$ cat src/rtl/swivm_intc.sv
// Prioritised, maskable interrupt controller with interval timer for the Swieros VM CPU.
// Offers the lowest pending+enabled channel with its trap value and holds it until acknowledged.
module swivm_intc #(
  parameter int NUM_IRQ     = 4,
  parameter int TIMER_W     = 32,
  parameter int TRAP_BASE   = 1,
  parameter int SYNC_STAGES = 2
) (
  input  logic               i_clk,
  input  logic               i_rst_n,
  input  logic [NUM_IRQ-1:0] i_irq,
  input  logic               i_wr_en,
  input  logic [1:0]         i_sel,
  input  logic [31:0]        i_wr_data,
  output logic [31:0]        o_rd_data,
  output logic               o_irq_req,
  output logic [4:0]         o_trapval,
  input  logic               i_ack
);

  localparam logic [0:0] IDLE  = 1'b0;
  localparam logic [0:0] OFFER = 1'b1;

  logic [NUM_IRQ-1:0] sync_q [SYNC_STAGES];
  logic [NUM_IRQ-1:0] edge_q;
  logic [NUM_IRQ-1:0] rise;
  logic [NUM_IRQ-1:0] mask;
  logic [NUM_IRQ-1:0] pending;
  logic [NUM_IRQ-1:0] hw_set, sw_set, clr;
  logic [NUM_IRQ-1:0] cand, pick, offer_vec;
  logic [TIMER_W-1:0] timeout, count;
  logic               timer_on, tick;
  logic               wr_mask, wr_timeout, wr_pclr, wr_pset;
  logic               found;
  logic [4:0]         pick_idx;
  logic [0:0]         state;
  logic               unused_wr_data;

  assign unused_wr_data = ^i_wr_data;

  assign wr_mask    = i_wr_en && (i_sel == 2'd0);
  assign wr_timeout = i_wr_en && (i_sel == 2'd1);
  assign wr_pclr    = i_wr_en && (i_sel == 2'd2);
  assign wr_pset    = i_wr_en && (i_sel == 2'd3);

  always_ff @(posedge i_clk or negedge i_rst_n) begin
    if (!i_rst_n) begin
      for (int unsigned s = 0; s < SYNC_STAGES; s++) sync_q[s] <= '0;
      edge_q <= '0;
    end else begin
      sync_q[0] <= i_irq;
      for (int unsigned s = 1; s < SYNC_STAGES; s++) sync_q[s] <= sync_q[s-1];
      edge_q <= sync_q[SYNC_STAGES-1];
    end
  end

  assign rise = sync_q[SYNC_STAGES-1] & ~edge_q;

  assign timer_on = (timeout != '0);
  assign tick     = timer_on && (count == timeout - TIMER_W'(1));

  always_ff @(posedge i_clk or negedge i_rst_n) begin
    if (!i_rst_n) begin
      timeout <= '0;
      count   <= '0;
      mask    <= '0;
    end else begin
      if (wr_timeout) timeout <= i_wr_data[TIMER_W-1:0];
      if (wr_mask)    mask    <= i_wr_data[NUM_IRQ-1:0];
      if (wr_timeout || !timer_on || tick) count <= '0;
      else                                 count <= count + TIMER_W'(1);
    end
  end

  // Sets are OR-ed in after clears so a coincident hardware or software set always survives.
  assign hw_set = rise | NUM_IRQ'(tick);
  assign sw_set = wr_pset ? i_wr_data[NUM_IRQ-1:0] : '0;
  assign clr    = (wr_pclr ? i_wr_data[NUM_IRQ-1:0] : '0) |
                  (((state == OFFER) && i_ack) ? offer_vec : '0);

  always_ff @(posedge i_clk or negedge i_rst_n) begin
    if (!i_rst_n) pending <= '0;
    else          pending <= (pending & ~clr) | sw_set | hw_set;
  end

  assign cand = pending & mask;

  always_comb begin
    found    = 1'b0;
    pick     = '0;
    pick_idx = '0;
    for (int unsigned i = 0; i < NUM_IRQ; i++) begin
      if (!found && cand[i]) begin
        found    = 1'b1;
        pick[i]  = 1'b1;
        pick_idx = 5'(i);
      end
    end
  end

  always_ff @(posedge i_clk or negedge i_rst_n) begin
    if (!i_rst_n) begin
      state     <= IDLE;
      o_irq_req <= 1'b0;
      o_trapval <= '0;
      offer_vec <= '0;
    end else begin
      case (state)
        IDLE: begin
          if (found) begin
            offer_vec <= pick;
            o_trapval <= 5'(TRAP_BASE) + pick_idx;
            o_irq_req <= 1'b1;
            state     <= OFFER;
          end
        end
        OFFER: begin
          if (i_ack) begin
            o_irq_req <= 1'b0;
            state     <= IDLE;
          end
        end
        default: begin
          o_irq_req <= 1'b0;
          state     <= IDLE;
        end
      endcase
    end
  end

  always_ff @(posedge i_clk or negedge i_rst_n) begin
    if (!i_rst_n) begin
      o_rd_data <= '0;
    end else begin
      case (i_sel)
        2'd0:    o_rd_data <= 32'(mask);
        2'd1:    o_rd_data <= 32'(timeout);
        2'd2:    o_rd_data <= 32'(pending);
        default: o_rd_data <= 32'(count);
      endcase
    end
  end

endmodule

$ cat config.mk
export PLATFORM = sky130hd
export DESIGN_NAME = swivm_intc
export DESIGN_NICKNAME = d
export VERILOG_FILES = /design/src/rtl/swivm_intc.sv
export SDC_FILE = /design/constraint.sdc
export NUM_CORES = 1
export LEC_CHECK = 0
export CORE_MARGIN = 4
export CORE_UTILIZATION = 40
export DETAILED_ROUTE_END_ITERATION = 8
export HOLD_SLACK_MARGIN = 0.15
export PLACE_DENSITY = 0.66
export SLEW_MARGIN = 20
export SYNTH_ARGS = -nofsm -noshare
export SYNTH_HDL_FRONTEND = slang
export SYNTH_SLANG_ARGS = --single-unit
$ cat constraint.sdc
create_clock -name i_clk -period 4.3 [get_ports i_clk]
set_input_delay 0.43 -clock i_clk [delete_from_list [all_inputs] [get_ports i_clk]]
set_output_delay 0.43 -clock i_clk [all_outputs]
set_load 0.01 [all_outputs]
Word level (Yosys, flattened, before mapping)
Cells that the tools add are included.
{"block": "word_totals", "ff_bits": 127, "out_inout_bits": 38, "elab_cells": 71}
{"block": "classes", "add_sub_neg": 3, "n_eq_ne": 6, "n_mux": 21, "bitwise": 10, "n_reduce_logical": 19}
{"operator": "$pmux W32 S3", "count": 1}
{"operator": "$add A32 B1 Y32 const B", "count": 1}
{"operator": "$eq A32 B32 Y1", "count": 1}
{"operator": "$mux W32", "count": 1}
{"operator": "$reduce_bool A32 Y1", "count": 1}
{"operator": "$sub A32 B1 Y32 const B", "count": 1}
{"operator": "$and A4 B4 Y4", "count": 3}
{"operator": "$mux W1", "count": 12}
{"operator": "$mux W4", "count": 3}
{"operator": "$or A4 B4 Y4", "count": 3}
{"operator": "$mux W5", "count": 2}
{"operator": "$logic_and A1 B1 Y1", "count": 9}
{"operator": "$not A4 Y4", "count": 2}
{"operator": "$add A1 B5 Y5 const A", "count": 1}
{"operator": "$eq A2 B2 Y1 const B", "count": 2}
{"operator": "$logic_not A1 Y1", "count": 4}
{"operator": "$ne A2 B2 Y1 const B", "count": 2}
{"operator": "$or A4 B1 Y4", "count": 1}
{"operator": "$pmux W1 S2", "count": 2}
{"operator": "$reduce_and A2 Y1", "count": 2}
{"operator": "$eq A2 B1 Y1 const B", "count": 1}
{"operator": "$logic_not A2 Y1", "count": 1}
{"operator": "$logic_or A1 B1 Y1", "count": 2}
{"operator": "$not A1 Y1", "count": 1}

Logic depth before layout (Yosys ltp)
{"block": "depth", "word_depth": 13, "ltp_mapped": 11}

Worst setup path after synthesis
Ideal clock, no wire load.
{"block": "synth_path", "path_kind": "reg2reg", "start": "reg timeout[15]", "end": "reg count[21]", "t_arrival_ns": 2.873, "t_required_ns": 4.184, "slack_ns": 1.311, "stages_incl_launch_ff": 12, "path_cell_list": "dfrtp_1 buf_6 or4_4 or3_1 buf_4 nor4b_4 xnor2_1 a2111oi_2 nand4_1 nor4_4 buf_6 nor2_1"}
{"block": "synth_via", "elab_chain_cells": 5, "word_cells_on_any_way": 8, "cone_classes": "1 x add/sub; 1 x eq/ne; 1 x mux; 5 x reduce/logical"}
{"element": "from (decl)", "line_no": "31", "source": "logic [TIMER_W-1:0] timeout, count;"}
{"element": "from (signal assigned)", "line_no": "68", "source": "if (wr_timeout) timeout <= i_wr_data[TIMER_W-1:0];"}
{"element": "$sub A32 B1 Y32 / $reduce_bool A32 Y1 (equally long branches)", "line_no": "60, 59"}
{"element": "$eq A32 B32 Y1 / $logic_not A1 Y1 (equally long branches)", "line_no": "60, 70"}
{"element": "$logic_and A1 B1 Y1 / $logic_or A1 B1 Y1 (equally long branches)", "line_no": "60, 70"}
{"element": "$logic_or A1 B1 Y1 (*)", "line_no": "70", "source": "if (wr_timeout || !timer_on || tick) count <= '0;"}
{"element": "$mux W32 (*)", "line_no": "70"}
{"element": "to (signal assigned)", "line_no": "71", "source": "else count <= count + TIMER_W'(1);"}
{"element": "to (decl)", "line_no": "31"}
Every way passes the cells marked *; elsewhere a longest branch is shown, timed or not.
A chain may end at the register's enable or synchronous reset.

Final worst setup path
{"block": "layout_path", "start": "reg timeout[0]", "end": "reg count[29]"}
Same word-level chain as after synthesis.

==> impl_metrics.csv <==
group,metric,value,unit
logic_synthesis,synthFlopType,"dfrtp_1",
timing,maxSlewViolCount,0,
detailed_routing,drt_pass1_iterations,5,
worst_setup_path,crit_fanout,14,
global_routing,first_global_vias,4904,
final_layout,drive_gt1_frac,0.127,
worst_setup_path,critPathRequiredTime,4.60,ns
timing,hold_violations,0,
detailed_routing,drc,0,
global_routing,grt.overflow.total,0,
floorplanning,core,15800,sq um
clocking,clk_path_buf_depth,2,
floorplanning,die_area,18200,sq um
pwr,ir_drop,0.284,mV
timing,max_freq,275,MHz
timing,hold_slack,0.346,ns
worst_setup_path,crit_end,"count[29]",
detailed_routing,vias,4746,
clocking,tritoncts,"done",
timing,rsz0062_at_grt,"false",
floorplanning,die_w,135,um
logic_synthesis,synth_edf_count,0,
worst_setup_path,crit_cells,12,
hold_path,hp-class,"flip-flop to flip-flop",
global_routing,grt_use_total,0.176,
worst_setup_path,crit_slowest_cell,"nor4_4",
timing,timing.final.ws_setup,0.658,ns
clocking,numCtsBuffers,17,
logic_synthesis,synth_top_area_frac,0.485,
timing,setup_tns,0,ns
detailed_routing,initialDrtViolationCount,312,
pwr,p_leak,3.44,nW
logic_synthesis,syn_area,6450,sq um
global_routing,grt_start_max_net_pins,51,
logic_synthesis,synth_seq_area_share,0.485,
logic_synthesis,async_reset_ff_frac,1.00,
floorplanning,rows,46,
status,status,"finished, final reports clean",
worst_setup_path,rr_startpoint,"timeout[0]",
logic_synthesis,syn_inst,609,
worst_setup_path,start_kind,"flip-flop",
clocking,root_buffer,"clkbuf_16",
logic_synthesis,synthTopCellsByArea,"dfrtp_1 (48%), xnor2_1 (6.9%), mux2_2 (6.6%)",
clocking,cts_setup_buffers,0,
logic_synthesis,yosysTopAreaCell,"dfrtp_1",
worst_setup_path,cp_slowest_stage_delay,0.54,ns
clocking,clk_pin_slew,0.06,ns
placed_design,numPortBuffers,77,
timing,fin_skew,0.00797,ns
clocking,clock_latency,0.42,ns
worst_setup_path,path_buf_inv,3,
timing,min_period,3.64,ns
logic_synthesis,yosysWarningCount,0,
worst_setup_path,cp-startpoint,"timeout[0]",
timing,worst_pin_slew,0.873,ns
placed_design,pre_cts_slack,0.709,ns
worst_setup_path,r2r_slack,0.66,ns
final_layout,area_growth,23.7,%
timing,fin_crit_sh,0.847,
timing,finalSetupViolations,0,
logic_synthesis,ys_types,50,
timing,slew_headroom,0.418,
run,drv_cap,0,
detailed_routing,wl_per_cell,16.4,um
final_layout,nets,728,
pwr,power_density,461,nW/um^2
floorplanning,initial_utilization,0.408,
worst_setup_path,worstPathCellList,"inv_1 -> ha_1 -> nor4b_1 -> buf_4 -> nand4_1 -> nor3_1 -> xnor2_1 -> a2111oi_0 -> nand4_1 -> nor4_4 -> buf_4 -> nor2_1",
final_layout,final_cell_mix,"dfrtp_1 (125), clkdlybuf4s50_1 (75), nand2_1 (53)",
worst_setup_path,reg2reg_depth,12,
detailed_routing,drt.antenna.violating_nets,0,
worst_setup_path,critPathTopFamily,"simple AND/OR/NAND/NOR gates",
detailed_routing,vias_per_cell,5.21,
logic_synthesis,synth_area_per_cell,10.6,sq um
global_routing,grt_pass1_wl,25200,um
final_layout,diodes,0,
hold_path,min_path_cells,0,
placed_design,dpl.hpwl,10600,um
worst_setup_path,end_kind,"flip-flop",
clocking,clkSinkCount,125,
detailed_routing,drt-total-wl,15000,um
placed_design,place.gp.congestion,0.854,
worst_setup_path,worstPathArrival,3.94,ns
final_layout,final_common_cell,"dfrtp_1",
global_routing,antenna_found_initial,0,
worst_setup_path,rr_endpoint,"count[29]",
floorplanning,dieHeight,135,um
clocking,htreeDepth,4,
worst_setup_path,criticalPathCategory,"flip-flop to flip-flop",
logic_synthesis,ys_ff_latch,125,
floorplanning,pin_count,80,
[report_power, final]
group	internal, mW	leakage (nW)	switching, mW
clock	0.893	0.285	0.522
sequential	1.35	1.59	0.197
combinational	0.389	1.57	0.333
total	2.63	3.44	1.05
[worst min path at each step]
stage,from,end,slack (ns)
detailed placement,sync_q[4],sync_q[0],0.33
global placement,sync_q[7],sync_q[3],0.33
floorplan,i_rst_n,count[0],0.13
finish,sync_q[4],sync_q[0],0.35
global route,sync_q[7],sync_q[3],0.36
CTS,sync_q[4],sync_q[0],0.35
[what timing repair did]
item / in CTS / in global routing
gates resized for setup: 0 / 0
hold buffers: 1 / 0
endpoints found under the hold margin: 48 / 0
[area by class of cell]
class | count | area [sq um]
clock buffers | 21 | 470
clock inverters | 11 | 116
fillers | 1426 | 7850
inverters | 8 | 30.0
multi-input cells | 444 | 3130
flip-flops and latches | 125 | 3130
well taps | 216 | 270
repair buffers | 86 | 833
[per-layer routing]
metal | wire length [um] | share of wire | track usage | up-vias
li1 | - | - | - | 2261
met1 | 6660 | 0.45 | 0.231 | 2331
met2 | 7200 | 0.48 | 0.279 | 122
met3 | 719 | 0.048 | 0.0384 | 32
met4 | 378 | 0.025 | 0.0795 | 0
met5 | 0 | 0 | 0 | -
[per-stage QoR]
step / power, mW / area (sq um) / instances / utilization
2_1_floorplan: 1.99 / 6450 / 610 / -
3_3_place_gp: 2.27 / 7380 / 878 / 0.466
3_5_place_dp: 2.29 / 7380 / 878 / 0.466
4_1_cts: 3.72 / 7980 / 911 / 0.504
5_1_grt: 3.87 / 7980 / 911 / 0.504
6_report: 3.68 / 7980 / 911 / 0.504
[sequential cells by signal, summed over array words and instances (netlist names)]
register,cells
sync_q,8
mask,4
count,32
pending,4
o_trapval,3
timeout,32
o_irq_req,1
offer_vec,4
edge_q,4
state,1
o_rd_data,32
[worst register-to-register path, cell delays in order, from the launching register on]
cell,delay (ns)
dfrtp_1,0.44
inv_1,0.11
ha_1,0.26
nor4b_1,0.30
buf_4,0.20
nand4_1,0.28
nor3_1,0.30
xnor2_1,0.11
a2111oi_0,0.38
nand4_1,0.21
nor4_4,0.54
buf_4,0.32
nor2_1,0.08
[synthesized netlist by cell type (11+ instances only)]
cell type / number
mux2_2: 38
nor2b_1: 33
xor2_1: 25
nor3_1: 12
nor4_1: 11
dfrtp_1: 125
clkbuf_1: 23
nand3_1: 35
nor2_1: 50
nand4_1: 13
mux2i_1: 29
nand2_1: 53
xnor2_1: 51
[logic make-up (layout without fill, tap and decap cells)]
family / after synthesis / after routing / share of synthesized area
multiplexers: 71 / 71 / 0.125
AO/OA/AOI/OAI: 36 / 36 / 0.0378
other: 1 / 2 / 0.000581
adder cells (fa/ha/maj): 4 / 4 / 0.00776
XOR/XNOR: 76 / 76 / 0.103
buffers and inverters: 41 / 126 / 0.0303
AND/OR/NAND/NOR: 255 / 255 / 0.210
flip-flops: 125 / 125 / 0.485
Note: power is estimated with default switching activity, not from simulation.
